--- src/rtl/riscv_pkg.sv ---
// Shared integer-datapath definitions: data width, register index width,
// register count and the writeback request payload.
package riscv_pkg;

    localparam int unsigned XLEN      = 64;
    localparam int unsigned REG_IDX_W = 5;
    localparam int unsigned NUM_REGS  = 32;

    // One register-file write: destination index plus data.
    typedef struct packed {
        logic [REG_IDX_W-1:0] rd;
        logic [XLEN-1:0]      data;
    } wb_req_t;

endpackage

--- src/rtl/wb_fifo.sv ---
// Synchronous FIFO of writeback requests with full/empty flags.
// Ports:
//   clk, reset      clock, synchronous active-low reset
//   i_push, i_din   write strobe and payload (ignored when full)
//   i_pop           read strobe (ignored when empty)
//   o_dout          head entry, valid while o_empty=0
//   o_full, o_empty occupancy flags
module wb_fifo
    import riscv_pkg::*;
#(
    parameter int unsigned DEPTH = 2
) (
    input  logic    clk,
    input  logic    reset,
    input  logic    i_push,
    input  wb_req_t i_din,
    input  logic    i_pop,
    output wb_req_t o_dout,
    output logic    o_full,
    output logic    o_empty
);

    localparam int unsigned AW = $clog2(DEPTH);
    localparam int unsigned PW = AW + 1;

    // Pointers carry one wrap bit so full and empty are distinguishable.
    logic [PW-1:0] r_wr_ptr;
    logic [PW-1:0] r_rd_ptr;
    wb_req_t       r_mem [DEPTH];

    logic w_push;
    logic w_pop;

    assign w_push  = i_push & ~o_full;
    assign w_pop   = i_pop & ~o_empty;
    assign o_empty = (r_wr_ptr == r_rd_ptr);
    assign o_full  = (r_wr_ptr[AW] != r_rd_ptr[AW]) &&
                     (r_wr_ptr[AW-1:0] == r_rd_ptr[AW-1:0]);
    assign o_dout  = r_mem[r_rd_ptr[AW-1:0]];

    // Pointer update.
    always_ff @(posedge clk) begin
        if (!reset) begin
            r_wr_ptr <= '0;
            r_rd_ptr <= '0;
        end else begin
            if (w_push) r_wr_ptr <= r_wr_ptr + PW'(1);
            if (w_pop)  r_rd_ptr <= r_rd_ptr + PW'(1);
        end
    end

    // Storage needs no reset; empty flag masks stale contents.
    always_ff @(posedge clk) begin
        if (w_push) r_mem[r_wr_ptr[AW-1:0]] <= i_din;
    end

endmodule

--- src/rtl/regfile_wb_scheduler.sv ---
// Writeback scheduler and scoreboard for the 32x64 integer register file.
// Arbitrates the single write port between the ALU (absolute priority) and a
// load-return queue, and tracks pending destinations to gate issue.
// Ports:
//   clk, reset                      clock, synchronous active-low reset
//   iss_valid/rs1/rs2/rd, iss_ready issue handshake (iss_ready combinational)
//   alu_valid/rd/data               ALU writeback, no backpressure
//   ld_valid/rd/data, ld_ready      load return into the queue
//   rf_wr_en/idx/data               registered register-file write port
//   busy                            pending-write scoreboard, bit 0 always 0
module regfile_wb_scheduler
    import riscv_pkg::*;
#(
    parameter int unsigned LD_Q_DEPTH = 2
) (
    input  logic                 clk,
    input  logic                 reset,
    input  logic                 iss_valid,
    input  logic [REG_IDX_W-1:0] iss_rs1,
    input  logic [REG_IDX_W-1:0] iss_rs2,
    input  logic [REG_IDX_W-1:0] iss_rd,
    output logic                 iss_ready,
    input  logic                 alu_valid,
    input  logic [REG_IDX_W-1:0] alu_rd,
    input  logic [XLEN-1:0]      alu_data,
    input  logic                 ld_valid,
    output logic                 ld_ready,
    input  logic [REG_IDX_W-1:0] ld_rd,
    input  logic [XLEN-1:0]      ld_data,
    output logic                 rf_wr_en,
    output logic [REG_IDX_W-1:0] rf_wr_idx,
    output logic [XLEN-1:0]      rf_wr_data,
    output logic [NUM_REGS-1:0]  busy
);

    logic                 r_wr_en;
    logic [REG_IDX_W-1:0] r_wr_idx;
    logic [XLEN-1:0]      r_wr_data;
    logic [NUM_REGS-1:0]  r_busy;

    logic                 w_fifo_full;
    logic                 w_fifo_empty;
    wb_req_t              w_ld_head;
    wb_req_t              w_ld_in;
    logic                 w_ld_push;
    logic                 w_ld_pop;
    logic                 w_sel_valid;
    wb_req_t              w_sel;
    logic                 w_iss_fire;
    logic [NUM_REGS-1:0]  w_busy_nxt;

    assign w_ld_in.rd   = ld_rd;
    assign w_ld_in.data = ld_data;

    assign ld_ready  = reset & ~w_fifo_full;
    assign w_ld_push = ld_valid & ld_ready;
    // Queue drains only in cycles the ALU leaves the port free.
    assign w_ld_pop  = ~alu_valid & ~w_fifo_empty;

    wb_fifo #(
        .DEPTH (LD_Q_DEPTH)
    ) u_ld_q (
        .clk     (clk),
        .reset   (reset),
        .i_push  (w_ld_push),
        .i_din   (w_ld_in),
        .i_pop   (w_ld_pop),
        .o_dout  (w_ld_head),
        .o_full  (w_fifo_full),
        .o_empty (w_fifo_empty)
    );

    assign iss_ready  = reset & ~r_busy[iss_rs1] & ~r_busy[iss_rs2] & ~r_busy[iss_rd];
    assign w_iss_fire = iss_valid & iss_ready;

    // Write-port arbitration: ALU first, then queue head.
    always_comb begin
        w_sel_valid = 1'b0;
        w_sel       = '0;
        if (alu_valid) begin
            w_sel_valid = 1'b1;
            w_sel.rd    = alu_rd;
            w_sel.data  = alu_data;
        end else if (!w_fifo_empty) begin
            w_sel_valid = 1'b1;
            w_sel       = w_ld_head;
        end
    end

    // Scoreboard next state: clear on commit, then set on issue so set wins.
    always_comb begin
        w_busy_nxt = r_busy;
        if (r_wr_en) w_busy_nxt[r_wr_idx] = 1'b0;
        if (w_iss_fire) w_busy_nxt[iss_rd] = 1'b1;
        w_busy_nxt[0] = 1'b0;
    end

    // Register stage and scoreboard state.
    always_ff @(posedge clk) begin
        if (!reset) begin
            r_busy    <= '0;
            r_wr_en   <= 1'b0;
            r_wr_idx  <= '0;
            r_wr_data <= '0;
        end else begin
            r_busy  <= w_busy_nxt;
            r_wr_en <= w_sel_valid && (w_sel.rd != '0);
            if (w_sel_valid) begin
                r_wr_idx  <= w_sel.rd;
                r_wr_data <= w_sel.data;
            end
        end
    end

    assign rf_wr_en   = r_wr_en;
    assign rf_wr_idx  = r_wr_idx;
    assign rf_wr_data = r_wr_data;
    assign busy       = r_busy;

endmodule

--- config.mk ---
export PLATFORM = sky130hd
export DESIGN_NAME = regfile_wb_scheduler
export DESIGN_NICKNAME = d
export VERILOG_FILES = /design/src/rtl/riscv_pkg.sv /design/src/rtl/wb_fifo.sv /design/src/rtl/regfile_wb_scheduler.sv
export SDC_FILE = /design/constraint.sdc
export NUM_CORES = 1
export LEC_CHECK = 0
export ABC_AREA = 1
export CAP_MARGIN = 10
export CORE_MARGIN = 2
export CORE_UTILIZATION = 50
export DETAILED_ROUTE_END_ITERATION = 8
export PLACE_DENSITY = 0.8
export SYNTH_ARGS = -nofsm -noshare
export SYNTH_HDL_FRONTEND = slang
export SYNTH_HIERARCHICAL = 1
export SYNTH_SLANG_ARGS = --single-unit
export TNS_END_PERCENT = 10
--- constraint.sdc ---
create_clock -name clk -period 5 [get_ports clk]
set_input_delay 0.5 -clock clk [delete_from_list [all_inputs] [get_ports clk]]
set_output_delay 0.5 -clock clk [all_outputs]
set_load 0.01 [all_outputs]
==> metrics.txt, run 1 <==
Post-Syn Instances 1,208; Critical Path Start Type primary input; post-layout util 0.670; multi-input logic area 4000 um^2; number of global-route vias before repair 9,382; fillers 1,752; final WL 32,600 um; TritonCTS buffer count 26; R2R Path End u_ld_q/r_mem[1][65]; met2 global-route usage 0.445; worst r2r path cells 11; Hold Path Depth 5; Hold EP u_ld_q/r_wr_ptr[0]; I/O pin count 262; # rows 54; met3 Use GR 0.0703; M1 GR Usage 0.347; chip width 153 um; final hold violation count 0; core area 21,900 um^2; Die Area 23,500 um^2; TritonCTS clock tree done; I/O Buffers 260; Clock Path Buffers 3; Leak Pwr 5.95 nW; cell repeated most along the worst path nand2_1; number of DRC markers in iteration 0 567; Max-slew headroom 0.255; Mapped Nets 1,366; Post-CTS Resized 0; DRC 0; final setup fails 0; Crit Path Max Fanout 21; Seq/Total Area, Yosys 0.561; Crit. End Element output port; r2r setup slk 2.19 ns; GRT Total Usage 0.268; Nets 1,594; share of layout cells above drive strength 1 0.0934; layer with the highest usage met2; VDD IR-drop max 0.000305 V; clock latency on the worst-skew pair 0.54 ns; Post-Syn Area 11,200 um^2; crit path max-delay cell type clkdlybuf4s50_1; first-pass GRT wire length 50,500 um; hold buffers post-CTS 0; Worst Min Path Start reset; Placer Congestion 0.946; Bufs and invs on worst path 3; CP peak stage delay 0.93 ns; Die H 153 um; minimum clock period 3.79 ns; max-cap viol count 0; critical path arrival 3.29 ns; distinct cell type count after synthesis 33; drt pass-1 iters 5; clock-pin slew on the worst setup and hold paths 0.06 ns; setup TNS 0 ns; commonest non-fill, non-tap cell in the layout nand2_1; final period utilization 0.759; Root Driver clkbuf_16; antenna-violating nets left 0; total setup buffers inserted after CTS 0; delay-heaviest family, CP buffers and inverters; Syn. warnings 6; actual slew at the worst max-slew pin 1.11 ns; vias 9,610; antenna violations before repair 3; Sink Count 244; via/cell ratio 5.53; Seq cells post-synth 244; power density over the cells 324 nW/um^2; RR Startpoint u_ld_q/r_wr_ptr[0]; Worst Hold Class in2reg; worst-path cell chain clkdlybuf4s50_1, inv_1, or2_2, nand2_1, nand3_1, nand3_1, nand2_1, nand2_1, nand2_1, nor3_1, clkdlybuf4s50_1; detailed placer's ending HPWL 21,500 um; commonest cells after routing, fill and taps aside nand2_1 (314), clkdlybuf4s50_1 (258), nand3_1 (151), edfxtp_1 (138), inv_1 (129); largest net degree at the start of global routing 75; RSZ-0062 raised after global routing no; Worst Clk Skew 0.0189 ns; Avg Cell Area, Syn 9.24 um^2; Area growth syn-to-layout 31.4%; routed length per placed instance 18.7 um; H-tree levels 1; status finished, final reports clean; data required time at the worst endpoint 4.50 ns; f_max 264 MHz; Crit. Startpoint iss_rs2[0]; Reg area 6270 um^2; CP Class in2out; starting density of the core 0.510; GRT overflow 0; Slew Limit Fails 0
[synth_stat cells]
cell        n  area share
buf_6      10       0.010
nor3_1      9      0.0040
nand2_2     2      0.0011
nand4_1    31       0.017
o21ai_0    42       0.019
clkbuf_1   28      0.0094
mux2_2     59       0.060
mux2_4     10       0.013
a21oi_1    36       0.016
a22oi_1    43       0.029
o211ai_1    1     0.00067
buf_4       4      0.0027
buf_1       9      0.0030
clkinv_1    1     0.00034
nor2_4      1      0.0010
conb_1      1     0.00034
nand3_1   151       0.068
nor2_2      2      0.0011
or2_2       1     0.00056
inv_1     132       0.044
a31oi_1     2      0.0011
buf_2      14      0.0063
o21ai_1     4      0.0018
nor2_1     46       0.015
edfxtp_1  138        0.37
nand3_2     1     0.00090
inv_2       3      0.0010
and3_1      1     0.00056
clkbuf_4    3      0.0020
nor3b_1     1     0.00067
buf_8       2      0.0027
nand2_1   314        0.11
dfxtp_1   106        0.19
[tightest hold or removal path: cells and delay by family]
family	cells	cell delay (ns)
buffers and inverters	2	0.16
AO/OA/AOI/OAI	1	0.15
AND/OR/NAND/NOR	2	0.12
[cell type report]
class	instances	area share
Sequential cell	244	0.427
Multi-Input combinational cell	758	0.273
Timing Repair Buffer	270	0.183
Clock buffer	37	0.0512
Inverter	136	0.0348
Tap cell	280	0.0239
Clock inverter	11	0.00708
Antenna cell	3	0.000512
[how the worst max path moves through the flow]
stage	endpoint	depth (start not counted)
6_report	iss_ready	11
5_1_grt	iss_ready	11
4_1_cts	iss_ready	11
3_5_place_dp	iss_ready	11
3_3_place_gp	iss_ready	11
2_1_floorplan	u_ld_q/r_mem[0][0]	5
[per-layer routing]
layer	share of wire	vias up	wire length, um
li1	-	4532	-
met1	0.41	4577	13300
met2	0.47	440	15500
met3	0.091	61	2960
met4	0.028	0	898
met5	0	-	0
[registers in the layout, indices dropped and copies added, names as in the netlist, named ones only]
register,cells
u_ld_q/r_mem,138
rf_wr_data,64
busy,31
rf_wr_idx,5
u_ld_q/r_rd_ptr,2
u_ld_q/r_wr_ptr,2
rf_wr_en,1
[metrics by stage]
stage / worst slack, ns / area, um^2 / power, mW / cells / hold slack [ns]
5_1_grt: 1.07 / 14700 / 4.93 / 1738 / 0.475
4_1_cts: 1.26 / 14700 / 4.79 / 1736 / 0.443
6_report: 1.21 / 14700 / 4.76 / 1739 / 0.447
3_5_place_dp: 1.28 / 13800 / 2.91 / 1688 / 0.522
2_1_floorplan: 0.449 / 11200 / 2.61 / 1208 / 0.494
3_3_place_gp: 1.30 / 13800 / 2.90 / 1688 / 0.512
[cell families (layout without fill, tap and decap cells)]
| group | Yosys count | count (layout) | synth area share |
|---|---|---|---|
| compound gates | 128 | 128 | 0.0675 |
| simple gates | 560 | 560 | 0.216 |
| buf+inv | 206 | 454 | 0.0819 |
| flops | 244 | 244 | 0.561 |
| other cells | 1 | 4 | 0.000336 |
| mux | 69 | 69 | 0.0730 |
[report_power, final]
part | internal, mW | switching (mW) | leakage, nW | total [mW]
Clock | 1.10 | 0.778 | 0.421 | 1.88
Combinational | 0.293 | 0.328 | 3.39 | 0.621
Sequential | 2.21 | 0.0462 | 2.14 | 2.26
Total | 3.60 | 1.15 | 5.95 | 4.76
(Power assumes the default switching activity.)
==> run 2, diff against run 1 <==
- clock period: 5 -> 3.7 ns (I/O delays scaled with it)
==> run 2 against run 1 <==
Effect of this change:
- clock skew is 0.011 ns lower
- register-to-register slack worse by 1.1 ns
- cell count is 0.40% higher
- sequential power is 35% higher
- combinational power is 36% higher
- critical endpoint unchanged
- highest routed layer is now met5
==> metrics.txt, run 2 (synthesis results as in run 1) <==
status finished, final reports clean (unchanged); final setup fails 0 (unchanged); fillers 1,712 (was 1,752); CP Class in2out (unchanged); Die H 153 um (unchanged); Crit Path Max Fanout 17 (was 21); antenna-violating nets left 0 (unchanged); RR Startpoint u_ld_q/r_wr_ptr[0] (unchanged); TritonCTS clock tree done (unchanged); hold buffers post-CTS 0 (unchanged); critical path arrival 2.68 ns (was 3.29 ns); Sink Count 244 (unchanged); Area growth syn-to-layout 32.8% (was 31.4%); actual slew at the worst max-slew pin 1.15 ns (was 1.11 ns); I/O pin count 262 (unchanged); first-pass GRT wire length 49,100 um (was 50,500 um); Post-CTS Resized 0 (unchanged); core area 21,900 um^2 (unchanged); Worst Hold Class in2reg (unchanged); DRC 0 (unchanged); GRT Total Usage 0.259 (was 0.268); drt pass-1 iters 9 (was 5); Hold Path Depth 5 (unchanged); Slew Limit Fails 0 (unchanged); via/cell ratio 5.50 (was 5.53); final hold violation count 0 (unchanged); RSZ-0062 raised after global routing no (unchanged); routed length per placed instance 18.1 um (was 18.7 um); Crit. End Element output port (unchanged); Leak Pwr 6.02 nW (was 5.95 nW); total setup buffers inserted after CTS 0 (unchanged); Final Hold Slack 0.338 ns (was 0.447 ns); starting density of the core 0.510 (unchanged); TritonCTS buffer count 27 (was 26); H-tree levels 1 (unchanged); I/O Buffers 260 (unchanged); share of layout cells above drive strength 1 0.0964 (was 0.0934); VDD IR-drop max 0.000401 V (was 0.000305 V); final period utilization 0.825; largest net degree at the start of global routing 74 (was 75); Worst Clk Skew 0.00791 ns (was 0.0189 ns); Power Total 6.71 mW (was 4.76 mW); power density over the cells 453 nW/um^2 (was 324 nW/um^2); max FFs per register 138 (unchanged); data required time at the worst endpoint 3.33 ns (was 4.50 ns); commonest cells after routing, fill and taps aside nand2_1 (314), clkdlybuf4s50_1 (258), nand3_1 (151), edfxtp_1 (138), inv_1 (129) (unchanged); Placer Congestion 0.898 (was 0.946); minimum clock period 3.05 ns; chip width 153 um (unchanged); Die Area 23,500 um^2 (unchanged); # rows 54 (unchanged); Clock Path Buffers 3 (unchanged); max-cap viol count 0 (unchanged); Post-Place Worst Slack 0.677 ns (was 1.28 ns); Root Driver clkbuf_16 (unchanged); setup TNS 0 ns (unchanged); Worst Min Path Start reset (unchanged); Hold EP u_ld_q/r_wr_ptr[0] (unchanged); clock-pin slew on the worst setup and hold paths 0.06 ns (about the same); Nets 1,600 (was 1,594); commonest non-fill, non-tap cell in the layout nand2_1 (unchanged); antenna violations before repair 4 (was 3); detailed placer's ending HPWL 21,200 um (was 21,500 um); worst r2r path cells 11 (unchanged); Critical Path Start Type primary input (unchanged); R2R Path End u_ld_q/r_mem[1][33] (was u_ld_q/r_mem[1][65]); number of global-route vias before repair 9,180 (was 9,382); Max-slew headroom 0.228 (was 0.255); GRT overflow 0 (unchanged); clock latency on the worst-skew pair 0.54 ns (about the same); multi-input logic area 4000 um^2 (unchanged); final WL 31,600 um (was 32,600 um); r2r setup slk 1.05 ns (was 2.19 ns); number of DRC markers in iteration 0 833 (was 567); vias 9,595 (was 9,610); f_max 328 MHz; Reg area 6270 um^2 (unchanged); post-layout util 0.677 (was 0.670); final worst setup slack 0.648 ns (was 1.21 ns)
==> run 2: changes by cell type in the layout (fill, tap and decap cells not counted), moves of 2 or more <==
cell | before | now
clkbuf_1 | 5 | 7
buf_12 | 1 | 4
buf_4 | 9 | 11
clkbuf_8 | 6 | 1
bufinv_16 | 1 | 5
==> run 2: power by group <==
group | switching [mW] | internal [mW]
clock network | 1.10 | 1.72
logic | 0.441 | 0.403
registers | 0.0622 | 2.99
total | 1.60 | 5.11
==> run 2: layout make-up <==
class                           count  share of cell area
Antenna cell                        3            0.000506
Clock buffer                       35              0.0483
Clock inverter                     15              0.0146
Inverter                          136              0.0344
Multi-Input combinational cell    758               0.270
Sequential cell                   244               0.423
Tap cell                          280              0.0236
Timing Repair Buffer              275               0.186
==> run 2: routing by layer <==
metal	wire, um	track usage	vias to the layer above
met5	13	0	-
met4	937	0.0891	2
met3	3160	0.0723	73
met2	14900	0.423	455
met1	12600	0.335	4513
li1	-	-	4552
==> run 2: worst max path at each step <==
stage / startpoint / endpoint / cells after the start
floorplan: u_ld_q/r_wr_ptr[0] / u_ld_q/r_mem[0][0] / 8
global placement: iss_rd[0] / iss_ready / 11
detailed placement: iss_rd[0] / iss_ready / 11
CTS: iss_rd[0] / iss_ready / 11
global route: iss_rd[0] / iss_ready / 11
finish: iss_rd[0] / iss_ready / 11
==> run 2: stage by stage <==
stage                     instance area (um^2)  instances
final                                    14800       1746
after global routing                     14800       1746
after CTS                                14800       1743
after detailed placement                 13900       1693
after global placement                   13900       1693
after floorplan                          11200       1208
==> run 2: worst max-delay path, stage by stage <==
cell and delay (ns):
clkdlybuf4s50_1 0.70, buf_4 0.28, nor2_1 0.09, nand2_1 0.06
nand3_1 0.06, nand2_1 0.06, inv_1 0.04, nor2_2 0.12
nand3_2 0.12, nor3_1 0.20, clkdlybuf4s50_1 0.58
==> run 3, diff against run 2 <==
- CORE_UTILIZATION: 50 -> 45
- PLACE_DENSITY: 0.8 -> 0.76
- clock period: 3.7 -> 2.4 ns (I/O delays scaled with it)
==> run 3 against run 2 <==
Effect of this change:
- cell count grew 3.3%
- clock skew grew 0.0028 ns
- sequential power up 54%
- hold slack got worse by 0.13 ns
- flip-flop and latch count is the same
- clock power rose by 51%
- via count hardly changed
- setup slack lost 0.50 ns
- design area rose by 2.2%
- count of clock-buffer cells in the layout increased by 2
- wire length increased by 2.9%
- non-clock buffer count rose by 18
- critical path type is now reg2out
- largest power group unchanged
- highest routed layer is now met4
==> metrics.txt, run 3 (synthesis results as in run 1) <==
status finished, final reports clean (unchanged); TritonCTS buffer count 26 (was 27); Sink Count 244 (unchanged); Crit Path Max Fanout 5 (was 17); first-pass GRT wire length 50,300 um (was 49,100 um); Leak Pwr 6.15 nW (was 6.02 nW); Crit. Startpoint busy[11] (was iss_rd[0]); DRC 0 (unchanged); antenna-violating nets left 0 (unchanged); TritonCTS clock tree done (unchanged); # rows 57 (was 54); Max-slew headroom 0.382 (was 0.228); max-cap viol count 0 (unchanged); antenna violations before repair 1 (was 4); total setup buffers inserted after CTS 0 (unchanged); Slew Limit Fails 0 (unchanged); max FFs per register 138 (unchanged); Nets 1,617 (was 1,600); RSZ-0062 raised after global routing no (unchanged); power density over the cells 681 nW/um^2 (was 453 nW/um^2); number of global-route vias before repair 9,445 (was 9,180); starting density of the core 0.459 (was 0.510); setup TNS 0 ns (unchanged); final worst setup slack 0.151 ns (was 0.648 ns); largest net degree at the start of global routing 74 (unchanged); I/O pin count 262 (unchanged); commonest non-fill, non-tap cell in the layout nand2_1 (unchanged); core area 24,300 um^2 (was 21,900 um^2); routed length per placed instance 18.0 um (was 18.1 um); Die H 162 um (was 153 um); detailed placer's ending HPWL 22,100 um (was 21,200 um); Post-Place Worst Slack -0.114 ns (was 0.677 ns); Hold Path Depth 5 (unchanged); final WL 32,500 um (was 31,600 um); Root Driver clkbuf_16 (unchanged); Worst Hold Class in2reg (unchanged); GRT overflow 0 (unchanged); f_max 445 MHz; hold buffers post-CTS 0 (unchanged); CP endpoint iss_ready (unchanged); R2R Path End u_ld_q/r_mem[1][26] (was u_ld_q/r_mem[1][33]); final period utilization 0.937; commonest cells after routing, fill and taps aside nand2_1 (313), clkdlybuf4s50_1 (257), nand3_1 (151), edfxtp_1 (138), inv_1 (127) (was nand2_1 (314), clkdlybuf4s50_1 (258), nand3_1 (151), edfxtp_1 (138), inv_1 (129)); critical path arrival 2.01 ns (was 2.68 ns); final hold violation count 0 (unchanged); Clock Path Buffers 3 (unchanged); Placer Congestion 0.937 (was 0.898); chip width 162 um (was 153 um); Final Hold Slack 0.204 ns (was 0.338 ns); GRT Total Usage 0.243 (was 0.259); Post-CTS Resized 1 (was 0); Die Area 26,100 um^2 (was 23,500 um^2); worst r2r path cells 11 (unchanged); drt pass-1 iters 6 (was 9); number of DRC markers in iteration 0 971 (was 833); dpl cell area 14,200 um^2 (was 13,900 um^2); I/O Buffers 260 (unchanged); Finished Cell Area 15,200 um^2 (was 14,800 um^2); Worst Clk Skew 0.0107 ns (was 0.00791 ns); data required time at the worst endpoint 2.16 ns (was 3.33 ns); actual slew at the worst max-slew pin 0.927 ns (was 1.15 ns); Critical Path Start Type flop (was primary input); r2r setup slk 0.26 ns (was 1.05 ns); H-tree levels 1 (unchanged); post-layout util 0.623 (was 0.677); final setup fails 0 (unchanged); vias 9,586 (was 9,595); clock latency on the worst-skew pair 0.54 ns (about the same); RR Startpoint u_ld_q/r_wr_ptr[0] (unchanged); clock-pin slew on the worst setup and hold paths 0.06 ns (about the same); CP Class reg2out (was in2out); via/cell ratio 5.31 (was 5.50); Area growth syn-to-layout 35.7% (was 32.8%); share of layout cells above drive strength 1 0.116 (was 0.0964); minimum clock period 2.25 ns; Crit. End Element output port (unchanged); VDD IR-drop max 0.000568 V (was 0.000401 V)
==> run 3: changes by cell type in the layout (fill, tap and decap cells not counted), sizes merged <==
| cell | previous run | this run |
|---|---|---|
| clkbuf | 35 | 37 |
| buf | 17 | 35 |
| diode | 3 | 1 |
| clkdlybuf4s50 | 258 | 257 |
| clkinvlp | 0 | 2 |
| bufinv | 5 | 3 |
| dlygate4sd2 | 0 | 1 |
| inv | 137 | 136 |
| clkinv | 9 | 6 |
==> run 3: worst min-delay path by stage <==
stage	slack (ns)	to	startpoint
finish	0.20	u_ld_q/r_wr_ptr[0]	reset
global route	0.23	u_ld_q/r_wr_ptr[0]	reset
CTS	0.19	u_ld_q/r_wr_ptr[0]	reset
detailed placement	0.50	flop	u_ld_q/r_rd_ptr[0]
global placement	0.49	flop	u_ld_q/r_rd_ptr[0]
floorplan	0.34	u_ld_q/r_mem[0][0]	ld_data[0]
==> run 3: area by class of cell <==
class | count | area (um^2)
Tap cell | 324 | 405
Clock inverter | 11 | 166
Inverter | 136 | 514
Fill cell | 2009 | 9170
Sequential cell | 244 | 6280
Timing Repair Buffer | 293 | 3010
Antenna cell | 1 | 2.50
Clock buffer | 37 | 763
Multi-Input combinational cell | 758 | 4010
==> run 3: power breakdown <==
group          leakage, nW  internal, mW  total [mW]  switching, mW
clock                0.453          2.56        4.25           1.69
combinational         3.55         0.672        1.38          0.712
sequential            2.14          4.60        4.69         0.0862
==> run 3: per-stage QoR <==
stage	power, mW	std cells
2_1_floorplan	5.43	1208
5_1_grt	10.7	1804
3_3_place_gp	6.12	1755
6_report	10.3	1804
3_5_place_dp	6.15	1755
4_1_cts	10.4	1803
==> run 3: critical path: stages (launching register included) <==
cell and delay (ns):
dfxtp_1 0.37, or2_2 0.31, nand2_1 0.08, nand3_1 0.07
nand3_1 0.07, nand2_1 0.05, nand2_1 0.05, nand2_1 0.08
nor3_2 0.10, dlygate4sd2_1 0.28
==> run 3: layer usage <==
metal / vias to the layer above / share of wire / global-route usage
met5: - / 0 / 0
met4: 0 / 0.029 / 0.0824
met3: 66 / 0.092 / 0.0657
met2: 426 / 0.48 / 0.422
met1: 4519 / 0.39 / 0.292
li1: 4575 / - / -
